--- config.mk ---
export PLATFORM = sky130hd
export DESIGN_NAME = divisor_32
export DESIGN_NICKNAME = d
export VERILOG_FILES = /design/src/rtl/divisor_32.sv
export SDC_FILE = /design/constraint.sdc
export NUM_CORES = 1
export LEC_CHECK = 0
export ABC_AREA = 1
export CAP_MARGIN = 5
export CORE_MARGIN = 1
export CORE_UTILIZATION = 35
export DETAILED_ROUTE_END_ITERATION = 12
export DONT_BUFFER_PORTS = 1
export GPL_ROUTABILITY_DRIVEN = 0
export GPL_TIMING_DRIVEN = 0
export SLEW_MARGIN = 15
export SYNTH_ARGS = -nofsm -noshare
export SYNTH_HDL_FRONTEND = slang
export SYNTH_SLANG_ARGS = --single-unit
--- constraint.sdc ---
create_clock -name clk -period 9.4 [get_ports clk]
set_input_delay 0.47 -clock clk [delete_from_list [all_inputs] [get_ports clk]]
set_output_delay 0.47 -clock clk [all_outputs]
set_load 0.005 [all_outputs]
--- src/rtl/divisor_32.sv ---
// Unsigned 32/32 restoring shift-subtract divider: one quotient bit per clock, result after 33 edges.
// Optional `done` result-valid flag is built only when DIVISOR_32_DONE_EN is defined.

// D flip-flop with asynchronous active-high reset and load enable
module dff_ar #(
    parameter int W = 1
) (
    input  logic         clk,
    input  logic         r,
    input  logic         en,
    input  logic [W-1:0] d,
    output logic [W-1:0] q
);
    always_ff @(posedge clk or posedge r) begin
        if (r)
            q <= '0;
        else if (en)
            q <= d;
    end
endmodule

// 2:1 multiplexer, sel=1 picks b
module mux2 #(
    parameter int W = 1
) (
    input  logic         sel,
    input  logic [W-1:0] a,
    input  logic [W-1:0] b,
    output logic [W-1:0] y
);
    assign y = sel ? b : a;
endmodule

// 32-bit adder/subtractor; in subtract mode cout=1 means no borrow (a >= b)
module resta32bits (
    input  logic [31:0] a,
    input  logic [31:0] b,
    input  logic        sub,
    output logic [31:0] s,
    output logic        cout
);
    logic [32:0] sum;

    assign sum  = {1'b0, a} + {1'b0, b ^ {32{sub}}} + {32'd0, sub};
    assign s    = sum[31:0];
    assign cout = sum[32];
endmodule

module divisor_32 (
    input  logic        clk,
    input  logic        r,
    input  logic [31:0] dsor,
    input  logic [31:0] dend,
    output logic [31:0] quotient,
    output logic [31:0] remainder
`ifdef DIVISOR_32_DONE_EN
    ,
    output logic        done
`endif
);

    typedef enum logic [1:0] {
        S_LOAD,
        S_ITER,
        S_HOLD
    } state_t;

    state_t      state, state_nxt;
    logic [5:0]  cnt, cnt_nxt;
    logic        load, step, commit;

    logic [31:0] dsor_q;
    logic [31:0] qsh;
    logic [31:0] pr;

    logic [31:0] shifted_lo;
    logic        shifted_hi;
    logic [31:0] diff;
    logic        no_borrow;
    logic        take;
    logic [31:0] pr_step;
    logic [31:0] pr_d;
    logic [31:0] qsh_step;
    logic [31:0] qsh_d;

    always_ff @(posedge clk or posedge r) begin
        if (r) begin
            state <= S_LOAD;
            cnt   <= 6'd0;
        end else begin
            state <= state_nxt;
            cnt   <= cnt_nxt;
        end
    end

    // Counter runs 0 (load) -> 1..32 (iterate) -> 33 (hold until reset)
    always_comb begin
        state_nxt = state;
        cnt_nxt   = cnt;
        load      = 1'b0;
        step      = 1'b0;
        commit    = 1'b0;
        case (state)
            S_LOAD: begin
                load      = 1'b1;
                cnt_nxt   = 6'd1;
                state_nxt = S_ITER;
            end
            S_ITER: begin
                step    = 1'b1;
                cnt_nxt = cnt + 6'd1;
                if (cnt == 6'd32) begin
                    commit    = 1'b1;
                    state_nxt = S_HOLD;
                end
            end
            S_HOLD: begin
                state_nxt = S_HOLD;
            end
            default: begin
                state_nxt = S_LOAD;
                cnt_nxt   = 6'd0;
            end
        endcase
    end

    // The shifted partial remainder is 33 bits wide. Its top bit plus the subtractor's
    // no-borrow flag decide the sign of the 33-bit trial difference.
    assign shifted_lo = {pr[30:0], qsh[31]};
    assign shifted_hi = pr[31];

    resta32bits u_sub (
        .a    (shifted_lo),
        .b    (dsor_q),
        .sub  (1'b1),
        .s    (diff),
        .cout (no_borrow)
    );

    assign take     = shifted_hi | no_borrow;
    assign qsh_step = {qsh[30:0], take};

    mux2 #(.W(32)) u_pr_sel (
        .sel (take),
        .a   (shifted_lo),
        .b   (diff),
        .y   (pr_step)
    );

    mux2 #(.W(32)) u_pr_load (
        .sel (load),
        .a   (pr_step),
        .b   (32'd0),
        .y   (pr_d)
    );

    mux2 #(.W(32)) u_qsh_load (
        .sel (load),
        .a   (qsh_step),
        .b   (dend),
        .y   (qsh_d)
    );

    dff_ar #(.W(32)) u_dsor_reg (
        .clk (clk),
        .r   (r),
        .en  (load),
        .d   (dsor),
        .q   (dsor_q)
    );

    dff_ar #(.W(32)) u_qsh_reg (
        .clk (clk),
        .r   (r),
        .en  (load | step),
        .d   (qsh_d),
        .q   (qsh)
    );

    dff_ar #(.W(32)) u_pr_reg (
        .clk (clk),
        .r   (r),
        .en  (load | step),
        .d   (pr_d),
        .q   (pr)
    );

    // Outputs are written only on the final iteration so partial values never show
    dff_ar #(.W(32)) u_quot_reg (
        .clk (clk),
        .r   (r),
        .en  (commit),
        .d   (qsh_step),
        .q   (quotient)
    );

    dff_ar #(.W(32)) u_rem_reg (
        .clk (clk),
        .r   (r),
        .en  (commit),
        .d   (pr_step),
        .q   (remainder)
    );

`ifdef DIVISOR_32_DONE_EN
    dff_ar #(.W(1)) u_done_reg (
        .clk (clk),
        .r   (r),
        .en  (commit),
        .d   (1'b1),
        .q   (done)
    );
`endif

endmodule

==> impl_metrics.yaml <==
run_status:
  outcome: "finished, violations left"
  violations: "design-rule violations"
power_and_ir_drop:
  pwr_density_cell_nw_per_um2: 298
  pwr-share-clk_pct: 22.7
  ir_drop_mv: 0.112
  p_sw_mw: 1.38
  comb_power_share_pct: 43.6
  leakage_nw: 5.53
  p_int_mw: 1.74
  power_mw: 3.13
  seq_power_share_pct: 33.7
  swShare_pct: 44.2
critical_path:
  path_class: "reg2reg"
  arrival_ns: 3.05
  end_kind: "flip-flop"
  cp-start-kind: "flip-flop"
  crit_required_ns: 9.75
  cp_max_fo: 10
yosys:
  ys.flop_type: "dfrtp_1"
  syn_area_per_cell_um2: 7.21
  synth_edf_count: 0
  synth_cells: 1307
  synth.yosys.seq_area_share_pct: 44.6
  yosys_register_bits: 168
  synth_cell_types: 40
  synth_nets: 1411
  ys_warn_count: 0
  netlist_area_um2: 9420
  async_flop_share_pct: 100
grt:
  grt_pass1_vias: 7955
  antenna_found_initial: 0
  grt_pass1_wl_mm: 43.4
  grt_max_degree: 105
  grt_overflow: 0
  grt_usage_pct: 20.2
timing:
  min_period_ns: 2.71
  period_share_pct: 28.8
  slew_headroom_pct: 44.7
  hold_viol: 0
  finalMaxSlewViolations: 0
  setup_viol: 0
  max_freq_mhz: 369
  hold_ws_ns: 0.151
  tightest_slew_ns: 0.830
  rsz0062_at_grt: "false"
  fin_worst_skew_ns: 0.0139
  tns_ns: 0
cts:
  h-tree-depth: 4
  clk-insertion-delay-late_ns: 0.44
  cts_tree: "built"
  clockBufferDepth: 2
  clkSinkCount: 168
  ctsResizeCount: 0
  clkSlewWorstSetupHoldPaths_ns: 0.07
  cts_buffers: 17
  clock-root-buffer: "clkbuf_16"
final_layout:
  fillCellCount: 2763
  finalNetCount: 1432
  antenna_cells: 0
  syn_to_final_growth_pct: 11.2
  drive_gt1_share_pct: 4.18
drt:
  via_count: 8072
  drc: 7
  ant_nets: 0
  first_pass_iters: 9
  avgRoutedWirePerCell_um: 16.0
  drt_wl_total_mm: 26.8
  via_per_inst: 4.82
  drtIter0Drc: 457
die:
  start_util_pct: 36.0
  core_region_area_um2: 26200
  fp.dieH_um: 166
  die_area_um2: 27600
  die_w_um: 166
  io_pins: 130
  row_count: 59
flow_run:
  maxCapViolCount: 0
worst_hold_path:
  min_path_type: "in2reg"
place:
  place_hpwl_mm: 20.2
  placement.io_buffers: 0
==> routing by layer <==
| layer | routed length, um | track usage (%) |
|---|---|---|
| met5 | 0 | 0 |
| met4 | 332 | 5.16 |
| met3 | 2160 | 6.84 |
| met2 | 12100 | 31.5 |
| met1 | 12200 | 26.7 |
==> cells in the mapped netlist (2+ instances only) <==
| cell type | instances | area (um2) |
|---|---|---|
| o211ai_1 | 8 | 60.1 |
| nor3b_1 | 2 | 15.0 |
| a21oi_1 | 22 | 110 |
| nand4_1 | 7 | 43.8 |
| nand3b_1 | 3 | 22.5 |
| nor3_1 | 6 | 30.0 |
| buf_4 | 2 | 15.0 |
| ha_1 | 37 | 463 |
| nor2_2 | 3 | 18.8 |
| xor2_1 | 8 | 70.1 |
| nand2_1 | 547 | 2050 |
| o21bai_1 | 2 | 15.0 |
| nand3_1 | 55 | 275 |
| o221ai_1 | 24 | 210 |
| buf_6 | 4 | 45.0 |
| dfrtp_1 | 168 | 4200 |
| inv_1 | 204 | 766 |
| clkbuf_1 | 32 | 120 |
| buf_1 | 4 | 15.0 |
| inv_2 | 4 | 15.0 |
| nand2_2 | 3 | 18.8 |
| xnor2_1 | 7 | 61.3 |
| a22oi_1 | 4 | 30.0 |
| nor2_1 | 52 | 195 |
| o21ai_0 | 60 | 300 |
| o21ai_1 | 25 | 125 |
==> cell families after synthesis <==
logic type / Yosys count / share of synthesized area, %
buffers and inverters: 252 / 10.5
flip-flops: 168 / 44.6
adder cells (fa/ha/maj): 38 / 5.12
XOR/XNOR: 15 / 1.39
AO/OA/AOI/OAI: 149 / 9.33
AND/OR/NAND/NOR: 685 / 29.1
==> cell type report <==
cell class	instances	area, um2	share of cell area [%]
Buffer	42	195	1.86
Clock buffer	18	429	4.10
Clock inverter	14	159	1.52
Inverter	210	798	7.62
Multi-Input combinational cell	887	4230	40.4
Sequential cell	168	4200	40.1
Tap cell	335	419	4.00
Timing Repair Buffer	2	37.5	0.358
==> critical path, cell delays in order (launching register included) <==
cell and delay [ns]:
dfrtp_1 0.40, inv_1 0.09, ha_1 0.14, clkbuf_1 0.60, clkbuf_1 0.60, buf_1 0.57
nand2_1 0.12, o21ai_0 0.10
==> worst paths after layout <==
check,start,endpoint,slack (ns),cells after the start
setup / recovery,state[0],u_dsor_reg.q[17],6.69,7
hold / removal,dsor[0],u_dsor_reg.q[0],0.15,2
setup reg to reg,state[0],u_dsor_reg.q[17],6.69,7
hold reg to reg,u_dsor_reg.q[0],u_dsor_reg.q[0],0.50,2
max in group asynchronous,r,u_pr_reg.q[21],7.98,3
min in group asynchronous,r,u_quot_reg.q[26],0.56,2
==> cells in the final DEF, fill, tap and decap left out, types with 8 or more instances in the layout <==
master,n
o221ai_1,24
inv_1,203
clkbuf_1,33
nand2_1,547
o211ai_1,8
nor2_1,52
nand3_1,55
clkbuf_16,17
a21oi_1,22
dfrtp_1,168
xor2_1,8
o21ai_0,60
ha_1,37
o21ai_1,25
==> power groups by stage <==
stage | Sequential, mW | Clock (mW) | Combinational (mW)
4_1_cts | 1.06 | 0.723 | 1.36
3_3_place_gp | 1.07 | 0 | 1.34
3_5_place_dp | 1.07 | 0 | 1.35
2_1_floorplan | 1.01 | 0 | 1.04
5_1_grt | 1.08 | 0.752 | 1.56
6_report | 1.05 | 0.709 | 1.36
==> registers in the layout (all words and copies together), names as in the netlist <==
name / cells
cnt: 6
u_quot_reg.q: 32
state: 2
u_dsor_reg.q: 32
u_pr_reg.q: 32
u_rem_reg.q: 32
u_qsh_reg.q: 32
==> metrics by stage <==
stage	area, um2	utilization, %	setup WS, ns	cells
after detailed placement	9880	37.7	6.72	1643
after global routing	10500	40.0	6.40	1676
after global placement	9840	37.6	2.40	1642
after CTS	10500	40.0	6.70	1676
final	10500	40.0	6.69	1676
after floorplan	9420	-	4.38	1307
==> repair_timing <==
| action | 4_1_cts | 5_1_grt |
|---|---|---|
| buffers inserted | 0 | 0 |
| hold endpoints to repair | 64 | 0 |
| hold buffers | 1 | 0 |
Power figures use the tool's default switching activity.
